==> src/rtl/parity_check_arbiter.sv <==
// parity_check_arbiter: round-robin arbiter feeding one shared even-parity check
// stage. The granted word is captured, checked the next cycle, and the result is
// held under a valid/ready handshake.
// Optional feature macro: PARITY_ERR_CNT_EN adds a saturating error counter
// (err_cnt) with a synchronous clear (err_clr).
`timescale 1ns/1ps
module parity_check_arbiter #(
  parameter int unsigned NREQ  = 4,
  parameter int unsigned DW    = 2,
  parameter int unsigned CNT_W = 8,
  localparam int unsigned IDW  = (NREQ > 1) ? $clog2(NREQ) : 1
) (
  input  logic               clk,
  input  logic               rst_n,
  input  logic [NREQ-1:0]    req,
  input  logic [NREQ*DW-1:0] data,
  input  logic [NREQ-1:0]    par,
  output logic [NREQ-1:0]    gnt,
  output logic               busy,
  output logic               res_valid,
  input  logic               res_ready,
  output logic [IDW-1:0]     res_id,
`ifdef PARITY_ERR_CNT_EN
  output logic               res_err,
  output logic [CNT_W-1:0]   err_cnt,
  input  logic               err_clr
`else
  output logic               res_err
`endif
);

  typedef enum logic [1:0] {StIdle, StCheck, StResult} state_e;

  state_e         state_q, state_d;
  logic [IDW-1:0] ptr_q, ptr_d;
  logic [DW:0]    word_q, word_d;
  logic [IDW-1:0] id_q, id_d;
  logic           res_valid_q, res_valid_d;
  logic [IDW-1:0] res_id_q, res_id_d;
  logic           res_err_q, res_err_d;

  logic           window;
  logic           gnt_any;
  logic [IDW-1:0] gnt_idx;
  logic [IDW-1:0] cand;
  logic           grant_fire;

  // Grant window: idle, or result being consumed this cycle.
  assign window     = (state_q == StIdle) || ((state_q == StResult) && res_ready);
  assign grant_fire = window && gnt_any;

  // Round-robin search: first pending request at or above ptr, wrapping.
  always_comb begin
    gnt_any = 1'b0;
    gnt_idx = '0;
    cand    = '0;
    for (int unsigned off = 0; off < NREQ; off++) begin
      cand = IDW'((32'(ptr_q) + off) % NREQ);
      if (!gnt_any && req[cand]) begin
        gnt_any = 1'b1;
        gnt_idx = cand;
      end
    end
  end

  // Grant is forced low while reset is asserted so held requests see no grant.
  always_comb begin
    gnt = '0;
    if (grant_fire && rst_n) begin
      gnt = NREQ'(1) << gnt_idx;
    end
  end

  // Next-state, capture and result registers.
  always_comb begin
    state_d     = state_q;
    ptr_d       = ptr_q;
    word_d      = word_q;
    id_d        = id_q;
    res_valid_d = res_valid_q;
    res_id_d    = res_id_q;
    res_err_d   = res_err_q;

    if (grant_fire) begin
      word_d = {par[gnt_idx], data[gnt_idx*DW +: DW]};
      id_d   = gnt_idx;
      ptr_d  = (gnt_idx == IDW'(NREQ - 1)) ? '0 : gnt_idx + 1'b1;
    end

    unique case (state_q)
      StIdle: begin
        if (grant_fire) state_d = StCheck;
      end
      StCheck: begin
        res_err_d   = ^word_q;
        res_id_d    = id_q;
        res_valid_d = 1'b1;
        state_d     = StResult;
      end
      StResult: begin
        if (res_ready) begin
          // A consumed result never lingers into the next check cycle.
          res_valid_d = 1'b0;
          state_d     = grant_fire ? StCheck : StIdle;
        end
      end
      default: state_d = StIdle;
    endcase
  end

  // State register with asynchronous reset discarding any in-flight work.
  always_ff @(posedge clk or negedge rst_n) begin
    if (!rst_n) begin
      state_q     <= StIdle;
      ptr_q       <= '0;
      word_q      <= '0;
      id_q        <= '0;
      res_valid_q <= 1'b0;
      res_id_q    <= '0;
      res_err_q   <= 1'b0;
    end else begin
      state_q     <= state_d;
      ptr_q       <= ptr_d;
      word_q      <= word_d;
      id_q        <= id_d;
      res_valid_q <= res_valid_d;
      res_id_q    <= res_id_d;
      res_err_q   <= res_err_d;
    end
  end

  assign busy      = (state_q != StIdle);
  assign res_valid = res_valid_q;
  assign res_id    = res_id_q;
  assign res_err   = res_err_q;

`ifdef PARITY_ERR_CNT_EN
  logic [CNT_W-1:0] err_cnt_q, err_cnt_d;

  // Saturating count of error results handed off; clear takes priority.
  always_comb begin
    err_cnt_d = err_cnt_q;
    if (err_clr) begin
      err_cnt_d = '0;
    end else if (res_valid_q && res_ready && res_err_q && (err_cnt_q != '1)) begin
      err_cnt_d = err_cnt_q + 1'b1;
    end
  end

  // Error counter register.
  always_ff @(posedge clk or negedge rst_n) begin
    if (!rst_n) err_cnt_q <= '0;
    else        err_cnt_q <= err_cnt_d;
  end

  assign err_cnt = err_cnt_q;
`endif

endmodule

==> config.mk <==
export PLATFORM = sky130hd
export DESIGN_NAME = parity_check_arbiter
export DESIGN_NICKNAME = d
export VERILOG_FILES = /design/src/rtl/parity_check_arbiter.sv
export SDC_FILE = /design/constraint.sdc
export NUM_CORES = 1
export LEC_CHECK = 0
export ABC_AREA = 0
export BUFFER_PORTS_ARGS = -buffer_cell sky130_fd_sc_hd__buf_4
export CAP_MARGIN = 40
export CORE_MARGIN = 10
export CORE_UTILIZATION = 51
export CTS_BUF_LIST = sky130_fd_sc_hd__clkbuf_4 sky130_fd_sc_hd__clkbuf_8
export DETAILED_ROUTE_END_ITERATION = 12
export MAX_ROUTING_LAYER = met4
export PLACE_DENSITY = 0.81
export SYNTH_ARGS = -nofsm -noshare
export SYNTH_HDL_FRONTEND = slang
export SYNTH_SLANG_ARGS = --single-unit
==> constraint.sdc <==
create_clock -name clk -period 2.1 [get_ports clk]
set_input_delay 0.42 -clock clk [delete_from_list [all_inputs] [get_ports clk]]
set_output_delay 0.42 -clock clk [all_outputs]
set_load 0.05 [all_outputs]
==> run_results.csv, run 1 <==
group,metric,value,unit
routing,ant_nets,0,
timing,finalCritPeriodShare,1.05,
die,die_area,3580,µm²
cells_and_area,area_growth,47.8,%
routing,wire_per_inst,15.6,µm
power_and_ir_drop,peakVddDrop,0.883,mV
die,ios,28,
power_and_ir_drop,p_leak,0.581,nW
die,rows,14,
critical_path,startpoint_type,"register",
routing,drc,0,
cells_and_area,final_nets,146,
cells_and_area,nFillCells,111,
routing,wirelength,2150,µm
timing,rsz0062_at_grt,"yes",
critical_path,r2r_end,"word_q[0]",
min_path,hp-class,"input pin to register",
global_routing,grt_max_degree,18,
timing,whs,0.423,ns
placement,dp_hpwl,1610,µm
timing,max-slew-margin-rel,0.818,
cells_and_area,drive_gt1_frac,0.475,
power_and_ir_drop,power.density,1460,nW/µm²
timing,worst_pin_slew,0.270,ns
placement,place_congestion,0.804,
critical_path,r2r_start,"ptr_q[1]",
critical_path,rrSetupSlack,0.46,ns
timing,finalMaxSlewViolations,0,
placement,place_inst,129,
timing,fin_skew,0.00199,ns
cells_and_area,diodes,0,
critical_path,crit_arrival,1.79,ns
global_routing,grt_overflow,0,
min_path,hold_path_end,"state_q[1]",
timing,hold_viol_final,0,
clock_tree,insertion_delay,0.27,ns
timing,fmaxAchievable,0.453,GHz
critical_path,cp-end-kind,"primary output",
clock_tree,cts_sinks,13,
outcome,violations,"negative setup slack",
yosys,ys_types,30,
critical_path,worst-path-max-fanout,6,
clock_tree,cts_root_buf,"clkbuf_4",
clock_tree,cts_tree,"yes",
clock_tree,clkTransAtPathRegs,0.08,ns
cells_and_area,regArea,328,µm²
die,core_area,1510,µm²
routing,via_per_inst,5.51,
clock_tree,cts-htree-levels,1,
min_path,hp-start,"res_ready",
global_routing,first_global_vias,812,
yosys,synth_seq_area_share,0.402,
yosys,avgSynthCellArea,9.62,µm²
critical_path,cp.required,1.68,ns
timing,period_minus_slack,2.21,ns
timing,timing.final.ws_setup,-0.107,ns
die,start_util,0.537,
routing,firstDrtPassIters,4,
yosys,synthCells,84,
yosys,ys_warn_count,0,
flow_run,maxCapViolCount,0,
yosys,syn-cell-area,808,µm²
min_path,holdPathStages,3,
clock_tree,numCtsBuffers,3,
routing,drt_iter0_drc,10,
cells_and_area,final_cells,138,
global_routing,antenna_found_initial,0,
cells_and_area,multi_input_area,514,µm²
yosys,ys_seq_elements,13,
die,die_w,59.8,µm
timing,setup_viol,4,
placement,io_buffers,27,
placement,pre_cts_slack,0.0520,ns
power_and_ir_drop,p_total,0.00175,W
critical_path,critical_path_class,"register to primary output",
yosys,syn-num-nets,107,
outcome,status,"finished with violations",
die,die_h,59.8,µm
routing,vias,760,
global_routing,grt_usage,0.126,
critical_path,ff2ff_path_depth,7,
global_routing,grt_pass1_wl,3540,µm
clock_tree,cts.path.max_buffers,2,
-- how the worst max path moves through the flow --
stage              from      to  slack (ns)  depth (start not counted)
2_1_floorplan    req[3]  gnt[1]         0.1                          6
3_3_place_gp     req[3]  gnt[2]        0.06                          8
3_5_place_dp     req[3]  gnt[2]        0.05                          8
4_1_cts        ptr_q[1]  gnt[2]       -0.09                          7
5_1_grt        ptr_q[1]  gnt[1]       -0.19                          7
6_report       ptr_q[1]  gnt[0]       -0.11                          7
-- layout by cell type (no fill, tap or decap), drive strengths merged, types with 2 or more instances in the layout --
cell    netlist  layout
a21o          2       2
dfrtp        13      13
mux2          2       2
nand3         3       3
clkbuf        0       4
o21ai         6       6
ha            4       4
a211o         4       4
mux2i         4       4
nand2        11      11
a21oi         4       4
and3          4       4
nor2          6       6
inv           4       4
o211ai        3       3
nand2b        4       4
buf           1      34
-- repair_timing --
action                                  4_1_cts  5_1_grt
gates resized for setup                      15        4
hold buffers                                  1        0
pin swaps                                     3        2
buffers inserted                              4        0
endpoints found under the hold margin        13        0
endpoints found under the setup margin        4        4
gates cloned                                  0        0
-- per-stage QoR --
step / TNS, ns / cell area, µm² / util
after floorplan: 0 / 808 / -
after global placement: 0 / 1040 / 0.692
after detailed placement: 0 / 1040 / 0.692
after CTS: -0.318 / 1180 / 0.782
after global routing: -0.688 / 1190 / 0.793
final: -0.390 / 1190 / 0.793
-- cells by family (layout without fill, tap and decap cells) --
logic type	Yosys count	count (layout)	share of synthesized area
multiplexers	6	6	0.0774
AND/OR/NAND/NOR	32	32	0.203
AO/OA/AOI/OAI	22	22	0.201
buffers and inverters	5	43	0.0325
XOR/XNOR	2	2	0.0217
flip-flops	13	13	0.402
adder cells (fa/ha/maj)	4	4	0.0619
-- power by group --
group          internal (W)  switching [W]  leakage, nW
clock             0.0000865      0.0000803       0.0184
sequential         0.000382       0.000115        0.155
combinational      0.000472       0.000612        0.408
-- sequential cells by signal, indices dropped and copies added, names as in the netlist --
signal	flops
ptr_q	2
res_err	1
res_valid	1
res_id	2
word_q	3
state_q	2
id_q	2
-- area by class of cell --
class                           count  area share
Multi-Input combinational cell     66       0.430
Sequential cell                    13       0.274
Timing Repair Buffer               35       0.241
Clock buffer                        4      0.0251
Tap cell                           16      0.0168
Inverter                            4      0.0126
-- cells in the mapped netlist, drive strengths merged --
master	count	area, µm²
or2	1	6.26
o211ai	3	27.5
a211oi	1	7.51
nor3b	1	7.51
and3	4	25.0
inv	4	15.0
a21oi	4	23.8
nand2	11	41.3
o2bb2ai	1	15.0
buf	1	11.3
xnor2	1	8.76
nand2b	4	25.0
nor2b	1	6.26
nor2	6	32.5
nand3	3	15.0
mux2	2	22.5
xor2	1	8.76
o21ai	6	30.0
a21o	2	15.0
mux2i	4	40.0
dfrtp	13	325
nor3	1	5.00
a2bb2oi	1	8.76
a211o	4	35.0
ha	4	50.1
-- metal layers --
layer  global-route usage  vias to the layer above  wire length [µm]
met5                    -                        -                 0
met4               0.0769                        0                51
met3               0.0275                        4               130
met2                0.207                       30              1040
met1                0.133                      351               925
li1                     -                      375                 -
-- worst max-delay path, stage by stage (launching register included) --
cell	delay, ns
dfrtp_2	0.47
mux2i_4	0.29
o2bb2ai_4	0.15
nor2_4	0.06
inv_2	0.07
ha_2	0.16
and3_4	0.18
buf_8	0.14
Power figures use the tool's default switching activity.
==> run 2: changes to the inputs <==
--- a/config.mk
+++ b/config.mk
@@ -14,6 +14,7 @@
 export DETAILED_ROUTE_END_ITERATION = 12
 export MAX_ROUTING_LAYER = met4
 export PLACE_DENSITY = 0.81
+export SETUP_SLACK_MARGIN = 0.3
 export SYNTH_ARGS = -nofsm -noshare
 export SYNTH_HDL_FRONTEND = slang
 export SYNTH_SLANG_ARGS = --single-unit
==> run 2 against run 1 <==
Effect of this change: sequential cell count unchanged; hold slack got worse by 0.0032 ns; setup slack got worse by 0.0062 ns; die area did not move; maximum frequency is 0.28% lower; critical endpoint is now gnt[2]; non-clock buffer count up 3; the flow still finishes with violations (negative setup slack); utilization is 2.6 points higher; sequential share of layout area decreased by 0.86 points.
==> run_results.csv, run 2 (synthesis results as in run 1) <==
group,metric,value,unit
outcome,status,"finished with violations",
outcome,violations,"negative setup slack",
die,die_area,3580,µm²
critical_path,ff2ff_path_depth,8,
critical_path,critical_path_class,"register to primary output",
timing,max-slew-margin-rel,0.616,
power_and_ir_drop,p_leak,0.591,nW
timing,hold_viol_final,0,
routing,vias,793,
min_path,holdPathStages,3,
cells_and_area,final_nets,149,
die,die_w,59.8,µm
routing,drc,0,
cells_and_area,largest_register,"word_q",
routing,via_per_inst,5.62,
critical_path,rrSetupSlack,0.28,ns
cells_and_area,multi_input_area,527,µm²
placement,place_area,1060,µm²
global_routing,grt_overflow,0,
routing,wire_per_inst,15.3,µm
routing,maxUsedRoutingLayer,"met4",
clock_tree,numCtsBuffers,3,
global_routing,first_global_vias,780,
critical_path,cp.required,1.68,ns
cells_and_area,postLayoutCellArea,1230,µm²
min_path,hp-start,"res_ready",
flow_run,maxCapViolCount,0,
critical_path,cp-end-kind,"primary output",
timing,finalCritPeriodShare,1.05,
cells_and_area,largest_register_ffs,3,
clock_tree,cts-htree-levels,1,
die,die_h,59.8,µm
timing,whs,0.419,ns
timing,period_minus_slack,2.21,ns
critical_path,crit_arrival,1.79,ns
cells_and_area,final_cells,141,
routing,met1_length,922,µm
routing,routed-wl-met3,104,µm
min_path,hp-class,"input pin to register",
routing,drt_iter0_drc,7,
cells_and_area,diodes,0,
cells_and_area,fin_util,0.819,
clock_tree,cts.path.max_buffers,2,
timing,worst_pin_slew,0.574,ns
placement,place_congestion,0.845,
timing,rsz0062_at_grt,"yes",
cells_and_area,layout_commonest_cell,"buf_4",
clock_tree,clkTransAtPathRegs,0.08,ns
power_and_ir_drop,peakVddDrop,1.22,mV
placement,io_buffers,27,
critical_path,worst-path-max-fanout,6,
critical_path,startpoint_type,"register",
timing,fin_skew,0.00171,ns
clock_tree,cts_sinks,13,
clock_tree,insertion_delay,0.28,ns
cells_and_area,nFillCells,103,
die,rows,14,
cells_and_area,area_growth,52.6,%
clock_tree,cts_root_buf,"clkbuf_4",
global_routing,grt_pass1_wl,3510,µm
critical_path,cpMaxStageDelayCell,"dfrtp_2",
timing,setup_viol,4,
clock_tree,cts_tree,"yes",
critical_path,r2r_start,"ptr_q[1]",
routing,firstDrtPassIters,4,
critical_path,max_stage_delay,0.48,ns
die,ios,28,
routing,wl_met2,1070,µm
min_path,hold_path_end,"state_q[1]",
placement,place_inst,129,
placement,dp_hpwl,1530,µm
critical_path,crit_chain,"mux2i_4 -> o2bb2ai_4 -> nor2_4 -> inv_2 -> ha_2 -> and3_4 -> buf_8",
timing,timing.final.ws_setup,-0.113,ns
global_routing,grt_max_degree,14,
power_and_ir_drop,power.density,1450,nW/µm²
critical_path,r2r_end,"word_q[1]",
global_routing,grt_usage,0.124,
die,core_area,1510,µm²
global_routing,antenna_found_initial,0,
timing,fmaxAchievable,0.452,GHz
die,start_util,0.537,
timing,finalMaxSlewViolations,0,
routing,wirelength,2150,µm
cells_and_area,drive_gt1_frac,0.520,
cells_and_area,regArea,328,µm²
cells_and_area,final_cell_mix,"buf_4, nand2_1, dfrtp_1, o21ai_0",
routing,ant_nets,0,
run 2: stage by stage:
step	setup TNS, ns	total power [W]	setup slack, ns
CTS	-0.214	0.00169	-0.0645
floorplan	0	0.00118	0.274
finish	-0.413	0.00179	-0.113
detailed placement	0	0.00144	0.0481
global route	-0.678	0.00193	-0.181
global placement	0	0.00142	0.0609
run 2: how the worst max path moves through the flow:
stage          slack (ns)      to      from
2_1_floorplan        0.27  gnt[1]    req[3]
3_3_place_gp         0.06  gnt[2]    req[3]
3_5_place_dp         0.05  gnt[0]    req[3]
4_1_cts             -0.06  gnt[0]  ptr_q[1]
5_1_grt             -0.18  gnt[2]  ptr_q[1]
6_report            -0.11  gnt[2]  ptr_q[1]
run 2: layer usage:
layer	vias up	GRT usage
met5	-	-
met4	0	0.0577
met3	6	0.0127
met2	27	0.206
met1	377	0.146
li1	383	-
run 2: critical path, delay by kind of cell, from the launching register on:
family                     cells  cell delay (ns)
AOI/OAI and AO/OA              1             0.14
adders and majority gates      1             0.17
buffers and inverters          2             0.20
DFF                            1             0.48
muxes                          1             0.22
and+or+nand+nor                2             0.30
run 2: layout make-up:
type / instances / share of cell area
repair buffers: 38 / 0.255
inverters: 4 / 0.0122
well taps: 16 / 0.0162
flip-flops and latches: 13 / 0.266
clock buffers: 4 / 0.0243
multi-input cells: 66 / 0.427
run 2: what timing repair did:
| item | in CTS | in global routing |
|---|---|---|
| pin swaps | 4 | 8 |
| setup buffers | 4 | 3 |
| endpoints found under the hold margin | 13 | 0 |
| endpoints found under the setup margin | 4 | 5 |
| gates cloned | 0 | 0 |
| hold buffers | 1 | 0 |
| gates resized for setup | 12 | 9 |
run 2: power breakdown:
group / switching, W / total (W) / internal [W]
Sequential: 0.000116 / 0.000497 / 0.000382
Clock: 0.0000827 / 0.000169 / 0.0000866
Combinational: 0.000620 / 0.00113 / 0.000506
